`config.mk`:
```
export PLATFORM = sky130hd
export DESIGN_NAME = t04_mem_request_ctrl
export DESIGN_NICKNAME = d
export VERILOG_FILES = /design/src/rtl/t04_mem_request_ctrl.sv
export SDC_FILE = /design/constraint.sdc
export NUM_CORES = 1
export LEC_CHECK = 0
export CORE_MARGIN = 5
export CORE_UTILIZATION = 39
export DETAILED_ROUTE_END_ITERATION = 16
export GPL_TIMING_DRIVEN = 0
export PLACE_DENSITY = 0.89
export SLEW_MARGIN = 20
export SYNTH_ARGS = -nofsm -noshare
export SYNTH_HDL_FRONTEND = slang
export SYNTH_SLANG_ARGS = --single-unit
```
`constraint.sdc`:
```
create_clock -name clk -period 2.7 [get_ports clk]
set_clock_uncertainty 0.2 [all_clocks]
set_input_delay 0.54 -clock clk [delete_from_list [all_inputs] [get_ports clk]]
set_output_delay 0.54 -clock clk [all_outputs]
set_load 0.03 [all_outputs]
```
`src/rtl/t04_mem_request_ctrl.sv`:
```
// Shared-port fetch/load/store sequencer with core freeze; 2 cycles per ALU op, 4 per memory op at 0-wait.
// Memory stalls hold the FSM (and freeze) until ack; a missing ack past TIMEOUT or a misaligned access parks in ERR until reset.
module t04_mem_request_ctrl #(
  parameter int          ADDR_W      = 32,
  parameter int          TIMEOUT     = 255,
  parameter logic [31:0] RESET_INSTR = 32'h0000_0013
) (
  input  logic              clk,
  input  logic              rst,
  input  logic              i_ack,
  input  logic              d_ack,
  input  logic [31:0]       instruction,
  input  logic [31:0]       memload,
  input  logic [ADDR_W-1:0] PC,
  input  logic [ADDR_W-1:0] mem_address,
  input  logic [31:0]       stored_data,
  input  logic              MemRead,
  input  logic              MemWrite,
  input  logic [1:0]        mem_size,
  input  logic              mem_unsigned,
  output logic [ADDR_W-1:0] final_address,
  output logic [31:0]       mem_store,
  output logic [3:0]        byte_en,
  output logic              rd_req,
  output logic              wr_req,
  output logic [31:0]       instruction_out,
  output logic [31:0]       load_data,
  output logic              freeze,
  output logic              bus_err,
  output logic              misalign_err
);

  localparam int               CNT_W   = $clog2(TIMEOUT + 1);
  localparam logic [CNT_W-1:0] CNT_MAX = CNT_W'(TIMEOUT);

  typedef enum logic [2:0] {FETCH, EXEC, DATA, DONE, ERR} state_t;

  state_t            state, state_nxt;
  logic [CNT_W-1:0]  cnt;
  logic [1:0]        off;
  logic [4:0]        sh;
  logic              is_mem, is_store, is_half, is_word, misaligned, expired;
  logic [31:0]       shifted, ext;
  logic [ADDR_W-1:0] pc_word, data_word;
  logic              unused_bits;

  assign off         = mem_address[1:0];
  assign sh          = {off, 3'b000};
  assign is_mem      = MemRead | MemWrite;
  assign is_store    = MemWrite;
  assign is_half     = (mem_size == 2'b01);
  assign is_word     = mem_size[1];
  assign misaligned  = (is_half & off[0]) | (is_word & (off != 2'b00));
  assign expired     = (cnt == CNT_MAX);
  assign pc_word     = {PC[ADDR_W-1:2], 2'b00};
  assign data_word   = {mem_address[ADDR_W-1:2], 2'b00};
  assign unused_bits = ^PC[1:0];
  assign shifted     = memload >> sh;

  always_comb begin
    ext = shifted;
    case (mem_size)
      2'b00:   ext = {{24{shifted[7] & ~mem_unsigned}}, shifted[7:0]};
      2'b01:   ext = {{16{shifted[15] & ~mem_unsigned}}, shifted[15:0]};
      default: ext = shifted;
    endcase
  end

  always_comb begin
    state_nxt     = state;
    rd_req        = 1'b0;
    wr_req        = 1'b0;
    byte_en       = 4'b0000;
    mem_store     = 32'h0;
    final_address = pc_word;
    freeze        = 1'b1;
    case (state)
      FETCH: begin
        rd_req = 1'b1;
        if (i_ack)        state_nxt = EXEC;
        else if (expired) state_nxt = ERR;
      end
      EXEC: begin
        if (!is_mem) begin
          freeze    = 1'b0;
          state_nxt = FETCH;
        end else if (misaligned) begin
          state_nxt = ERR;
        end else begin
          state_nxt = DATA;
        end
      end
      DATA: begin
        final_address = data_word;
        if (is_store) begin
          wr_req    = 1'b1;
          mem_store = stored_data << sh;
          case (mem_size)
            2'b00:   byte_en = 4'b0001 << off;
            2'b01:   byte_en = 4'b0011 << off;
            default: byte_en = 4'b1111;
          endcase
        end else begin
          rd_req = 1'b1;
        end
        if (d_ack)        state_nxt = DONE;
        else if (expired) state_nxt = ERR;
      end
      DONE: begin
        freeze    = 1'b0;
        state_nxt = FETCH;
      end
      ERR:     state_nxt = ERR;
      default: state_nxt = FETCH;
    endcase
  end

  always_ff @(posedge clk) begin
    if (rst) state <= FETCH;
    else     state <= state_nxt;
  end

  always_ff @(posedge clk) begin
    if (rst) begin
      cnt             <= '0;
      instruction_out <= RESET_INSTR;
      load_data       <= 32'h0;
      bus_err         <= 1'b0;
      misalign_err    <= 1'b0;
    end else begin
      // Any state change restarts the wait count; it only matters in FETCH and DATA.
      if (state != state_nxt)
        cnt <= '0;
      else if ((state == FETCH || state == DATA) && !expired)
        cnt <= cnt + 1'b1;
      if (state == FETCH && i_ack)
        instruction_out <= instruction;
      if (state == DATA && d_ack && !is_store)
        load_data <= ext;
      if (expired && ((state == FETCH && !i_ack) || (state == DATA && !d_ack)))
        bus_err <= 1'b1;
      if (state == EXEC && is_mem && misaligned)
        misalign_err <= 1'b1;
    end
  end

endmodule

```
==> results of run 1 <==
[metrics by stage]
stage	hold slack (ns)	worst slack, ns	util, %	area [um2]
after detailed placement	0.245	-1.03	68.1	7740
after global placement	0.236	-1.05	68.1	7740
final	0.251	-0.0199	70.9	8060
after CTS	0.254	-0.0195	70.8	8060
after global routing	0.269	-0.0796	70.9	8060
after floorplan	0.249	0.173	-	4570
[power by group through the flow]
stage / combinational (mW) / clock (mW) / sequential (mW)
finish: 1.02 / 1.17 / 1.21
global placement: 0.994 / 0 / 1.23
floorplan: 0.411 / 0 / 1.32
CTS: 1.01 / 1.19 / 1.21
global route: 1.08 / 1.23 / 1.22
detailed placement: 1.01 / 0 / 1.24
[final cells by class]
type	count	share of cell area, %
buffer	44	3.79
clock buffer	9	2.79
clock inverter	5	0.667
inverter	5	0.264
multi-input combinational	432	35.3
sequential	77	19.1
tap	143	2.22
timing repair buffer	306	35.8
[sequential cells by signal (all words and copies together), names as in the netlist]
name,count
misalign_err,1
bus_err,1
instruction_out,32
state,3
cnt,8
load_data,32
[worst register-to-register path: stages, from the launching register on]
cell and delay, ns:
dfxtp_1 0.30, buf_6 0.13, nor3b_4 0.20, buf_4 0.15, buf_6 0.11, buf_4 0.11
nand3b_2 0.26, a31oi_4 0.37, buf_6 0.22, a211oi_2 0.08
[per-layer routing]
metal | part of all wire, % | track usage [%] | vias to the layer above
met4 | 2.9 | 9.61 | 0
met5 | 0 | 0 | -
met1 | 43 | 35.6 | 2448
li1 | - | - | 2581
met3 | 9.3 | 9.13 | 45
met2 | 45 | 43.5 | 286
[cells in the mapped netlist, types with 5 or more instances]
library cell	n	area [um2]
a211oi_1	31	233
a211oi_2	10	125
a21oi_1	57	285
and2_1	9	56.3
buf_2	13	65.1
buf_4	11	82.6
clkbuf_1	19	71.3
dfxtp_1	77	1540
mux2_2	37	417
mux2i_1	33	330
nand2_1	113	424
nand3_1	5	25.0
nor2_1	62	233
nor2b_1	12	75.1
o211ai_1	9	67.6
o21ai_0	5	25.0
o2bb2ai_1	6	52.6
[cells by family after synthesis]
kind of cell             synth area share (%)
AO/OA/AOI/OAI                            19.4
XOR/XNOR                                0.775
adder cells (fa/ha/maj)                 0.277
buffers and inverters                    5.84
flip-flops                               34.1
multiplexers                             17.3
other                                  0.0829
AND/OR/NAND/NOR                          22.2
[worst max path at each step]
stage / start / end / slack, ns / cells past startpoint
4_1_cts: state[2] / final_address[13] / -0.02 / 6
5_1_grt: state[2] / final_address[13] / -0.08 / 6
2_1_floorplan: mem_address[1] / byte_en[3] / 0.17 / 4
3_5_place_dp: mem_address[0] / mem_store[5] / -1.03 / 7
6_report: state[2] / final_address[13] / -0.02 / 6
3_3_place_gp: mem_address[1] / byte_en[3] / -1.05 / 6
[what timing repair did]
action,4_1_cts,5_1_grt
pin swaps,3,1
setup buffers,6,0
endpoints found under the hold margin,0,0
cloned,1,0
endpoints found under the setup margin,69,46
gates resized for setup,334,44
==> results_dict.tcl, run 1 <==
set metrics [dict create \
    pwr-share-comb_pct 29.9 \
    cts_tree "built" \
    finalCritPeriodShare_pct 101 \
    die_x_um 118 \
    worst_pin_slew_ns 0.857 \
    reg2regPathDepth 9 \
    clock_sinks 77 \
    cp_top_family "buffers and inverters" \
    cp_data_required_time_ns 1.96 \
    seq_area_frac_synth_pct 34.1 \
    crit_path_end_kind "output port" \
    maxCapViolCount 0 \
    dpl.cell_count 1002 \
    port_buffers 299 \
    final_cell_mix "clkdlybuf4s50_1 (228), nand2_1 (113), dfxtp_1 (75)" \
    via_per_inst 5.25 \
    crit_type "reg -> out" \
    finalHoldViolCount 0 \
    h-tree-depth 3 \
    crit_fanout 10 \
    power_density_nw_per_um2 422 \
    hold_path.startpoint "instruction_out[29]" \
    cts_root_buffer "clkbuf_16" \
    path_clk_slew_ns 0.06 \
    synth_ff_type "dfxtp_1" \
    clockBufferDepth 2 \
    areaGrowthSynthToFinish_pct 78.3 \
    grt-ovfl-total 0 \
    place_hpwl_um 15900 \
    grt_max_degree 20 \
    yosysWarnings 0 \
    fmax_mhz 368 \
    arrival_ns 1.98 \
    hold_path_end "instruction_out[29]" \
    start_kind "register" \
    ys_async_sr_fraction_pct 0 \
    antenna_found_initial 0 \
    die_area_um2 13800 \
    rr_endpoint "load_data[26]" \
    post_drt_wl_per_cell_um 19.4 \
    hold_buffers 0 \
    diodes 0 \
    route.final.wire_length_um 19800 \
    p_switching_mw 1.02 \
    seq_area_um2 1540 \
    setup_violations 14 \
    drc 0 \
    grt_pass1_vias 5508 \
    worstPathCellList "buf_6 -> nor3b_4 -> buf_6 -> buf_4 -> mux2_2 -> clkdlybuf4s15_2" \
    dr.pass1.iters 5 \
    holdPathStages 2 \
    drive_above_1_share_pct 23.3 \
    final_common_cell "clkdlybuf4s50_1" \
    initial_core_util_pct 39.8 \
    maxSlewViolCount 0 \
    drt-initial-drc-count 382 \
    track_usage_pct 27.7 \
    violations "setup timing" \
    setup_ws_ns -0.0199 \
    fill_cells 861 \
    gp_congestion 0.922 \
    antenna_left 0 \
    synthesis.area_um2 4520 \
    synth_edf_count 0 \
    rsz0062_at_grt "true" \
    num_vias 5360 \
    ir_worst_vdd_mv 0.400 \
    timing.rr.start "state[2]" \
    seq_power_share_pct 35.7 \
    slowest_delay_ns 0.36 \
    fin_cells 1021 \
    p_leak_nw 3.10 \
    fin_nets 1045 \
    rows 39 \
    finalPower_mw 3.40 \
    status "finished with violations" \
    post_synth.cell_area_avg_um2 8.09 \
    rrSetupSlack_ns 0.41 \
    slowest_stage "mux2_2" \
    p_int_mw 2.39 \
    synthDistinctLibCells 49 \
    clock_power_share_pct 34.4 \
    relSlewSlack_pct 42.4 \
    syn_inst 559 \
    die_h_um 118 \
    path_buf_inv 4 \
    multi_input_area_um2 2850 \
    ys_ff_latch 77 \
    clock_latency_ns 0.34 \
    layout_min_cycle_time_ns 2.72 \
    switching_share_pct 29.9 \
    coreArea_um2 11400 \
    hp-class "reg -> reg" \
    grt_pass1_wl_um 30800 \
    io_pins 306 \
    critPathMostFrequentCell "buf_6" \
    cts_buffers 9 \
    tns_ns -0.0844 \
]
No activity file was read; power rests on OpenSTA's default activity.
==> run 2: changes to the inputs <==
Settings changed: GPL_TIMING_DRIVEN 0 to 1, SKIP_CTS_REPAIR_TIMING set to 1.
==> results_dict.tcl, run 2 (synthesized netlist as in run 1, its figures left out) <==
set metrics [dict create \
    pwr-share-comb_pct 29.1 \
    rrSetupSlack_ns 0.87 \
    fill_cells 849 \
    port_buffers 301 \
    final_cell_mix "clkdlybuf4s50_1 (228), nand2_1 (112), dfxtp_1 (77)" \
    cts_tree "built" \
    slowest_delay_ns 0.38 \
    p_switching_mw 0.988 \
    reg.largest.list "instruction_out x32, load_data x32, cnt x8" \
    timing.rr.start "state[2]" \
    cts_root_buffer "clkbuf_16" \
    path_clk_slew_ns 0.06 \
    dp_slack_ns -0.0316 \
    areaGrowthSynthToFinish_pct 81.3 \
    place_hpwl_um 14800 \
    crit_type "reg -> out" \
    gp_congestion 0.871 \
    crit_path_end_kind "output port" \
    grt-ovfl-total 0 \
    via_per_inst 5.21 \
    p_int_mw 2.53 \
    finalCritPeriodShare_pct 95.8 \
    arrival_ns 1.85 \
    route.final.wire_length_um 18600 \
    rr_endpoint "instruction_out[6]" \
    drive_above_1_share_pct 18.6 \
    rsz0062_at_grt "false" \
    crit_fanout 30 \
    clockBufferDepth 2 \
    track_usage_pct 25.6 \
    drt-initial-drc-count 306 \
    grt_max_degree 56 \
    status "finished, final reports clean" \
    hp-class "reg -> reg" \
    switching_share_pct 28.1 \
    num_vias 5243 \
    ir_worst_vdd_mv 0.519 \
    final_common_cell "clkdlybuf4s50_1" \
    diodes 0 \
    cp_data_required_time_ns 1.96 \
    hold_path_end "misalign_err" \
    seq_power_share_pct 34.4 \
    path_buf_inv 3 \
    slowest_stage "mux2_2" \
    setup_ws_ns 0.114 \
    clock_power_share_pct 36.5 \
    p_leak_nw 3.37 \
    drc 0 \
    die_area_um2 13800 \
    die_h_um 118 \
    io_pins 306 \
    initial_core_util_pct 39.8 \
    maxSlewViolCount 0 \
    reg2regPathDepth 6 \
    cp_top_family "buffers and inverters" \
    place_area_um2 7790 \
    hold_path.startpoint "misalign_err" \
    fin_nets 1030 \
    start_kind "register" \
    antenna_found_initial 1 \
    grt_pass1_wl_um 28500 \
    worstPathCellList "nor3b_4 -> buf_4 -> buf_12 -> mux2_2 -> dlymetal6s2s_1" \
    grt_pass1_vias 5173 \
    finalPower_mw 3.52 \
    setup_violations 0 \
    power_density_nw_per_um2 429 \
    stdcell_area_um2 8200 \
    die_x_um 118 \
    coreArea_um2 11400 \
    fin_util_pct 72.1 \
    cts_buffers 9 \
    layout_min_cycle_time_ns 2.59 \
    post_drt_wl_per_cell_um 18.5 \
    h-tree-depth 3 \
    holdPathStages 2 \
    antenna_left 0 \
    dr.pass1.iters 5 \
    maxCapViolCount 0 \
    clock_sinks 77 \
    tns_ns 0 \
    rows 39 \
    fmax_mhz 387 \
    clock_latency_ns 0.33 \
    finalHoldViolCount 0 \
]
run 2: cell type report:
cell class / count / area (um2) / area share (%)
Inverter: 5 / 18.8 / 0.229
Tap cell: 143 / 179 / 2.18
Timing Repair Buffer: 335 / 3380 / 41.2
Sequential cell: 77 / 1540 / 18.8
Clock inverter: 4 / 72.6 / 0.885
Multi-Input combinational cell: 432 / 2770 / 33.8
Clock buffer: 11 / 243 / 2.96
run 2: worst max path at each step:
stage	start	endpoint	slack, ns	depth (start not counted)
floorplan	mem_address[1]	byte_en[3]	0.17	4
global placement	MemWrite	mem_store[25]	-0.03	5
detailed placement	MemWrite	mem_store[24]	-0.03	5
CTS	state[2]	final_address[24]	-0.22	4
global route	state[1]	mem_store[7]	0.03	7
finish	state[1]	final_address[24]	0.11	5
run 2: tightest hold or removal path, cell delays in order, from the launching register on:
cell and delay, ns:
dfxtp_1 0.31, inv_1 0.05, a21oi_1 0.05
run 2: power groups by stage:
stage          Combinational [mW]  Clock, mW  Sequential, mW
6_report                     1.02       1.28            1.21
5_1_grt                      1.08       1.35            1.22
4_1_cts                      1.02       1.31            1.21
3_5_place_dp                 1.02          0            1.24
3_3_place_gp                 1.00          0            1.23
2_1_floorplan               0.411          0            1.32
run 2: per-layer routing:
layer	track usage [%]	vias up	routed length [um]
li1	-	2549	-
met5	0	-	13
met2	41.4	234	8760
met3	8.17	26	1710
met4	7.31	2	339
met1	32.7	2432	7780
run 2: metrics by stage:
step | hold WS, ns | instances
floorplan | 0.249 | 560
global placement | 0.237 | 989
detailed placement | 0.240 | 989
CTS | 0.247 | 1004
global route | 0.272 | 1007
finish | 0.246 | 1007
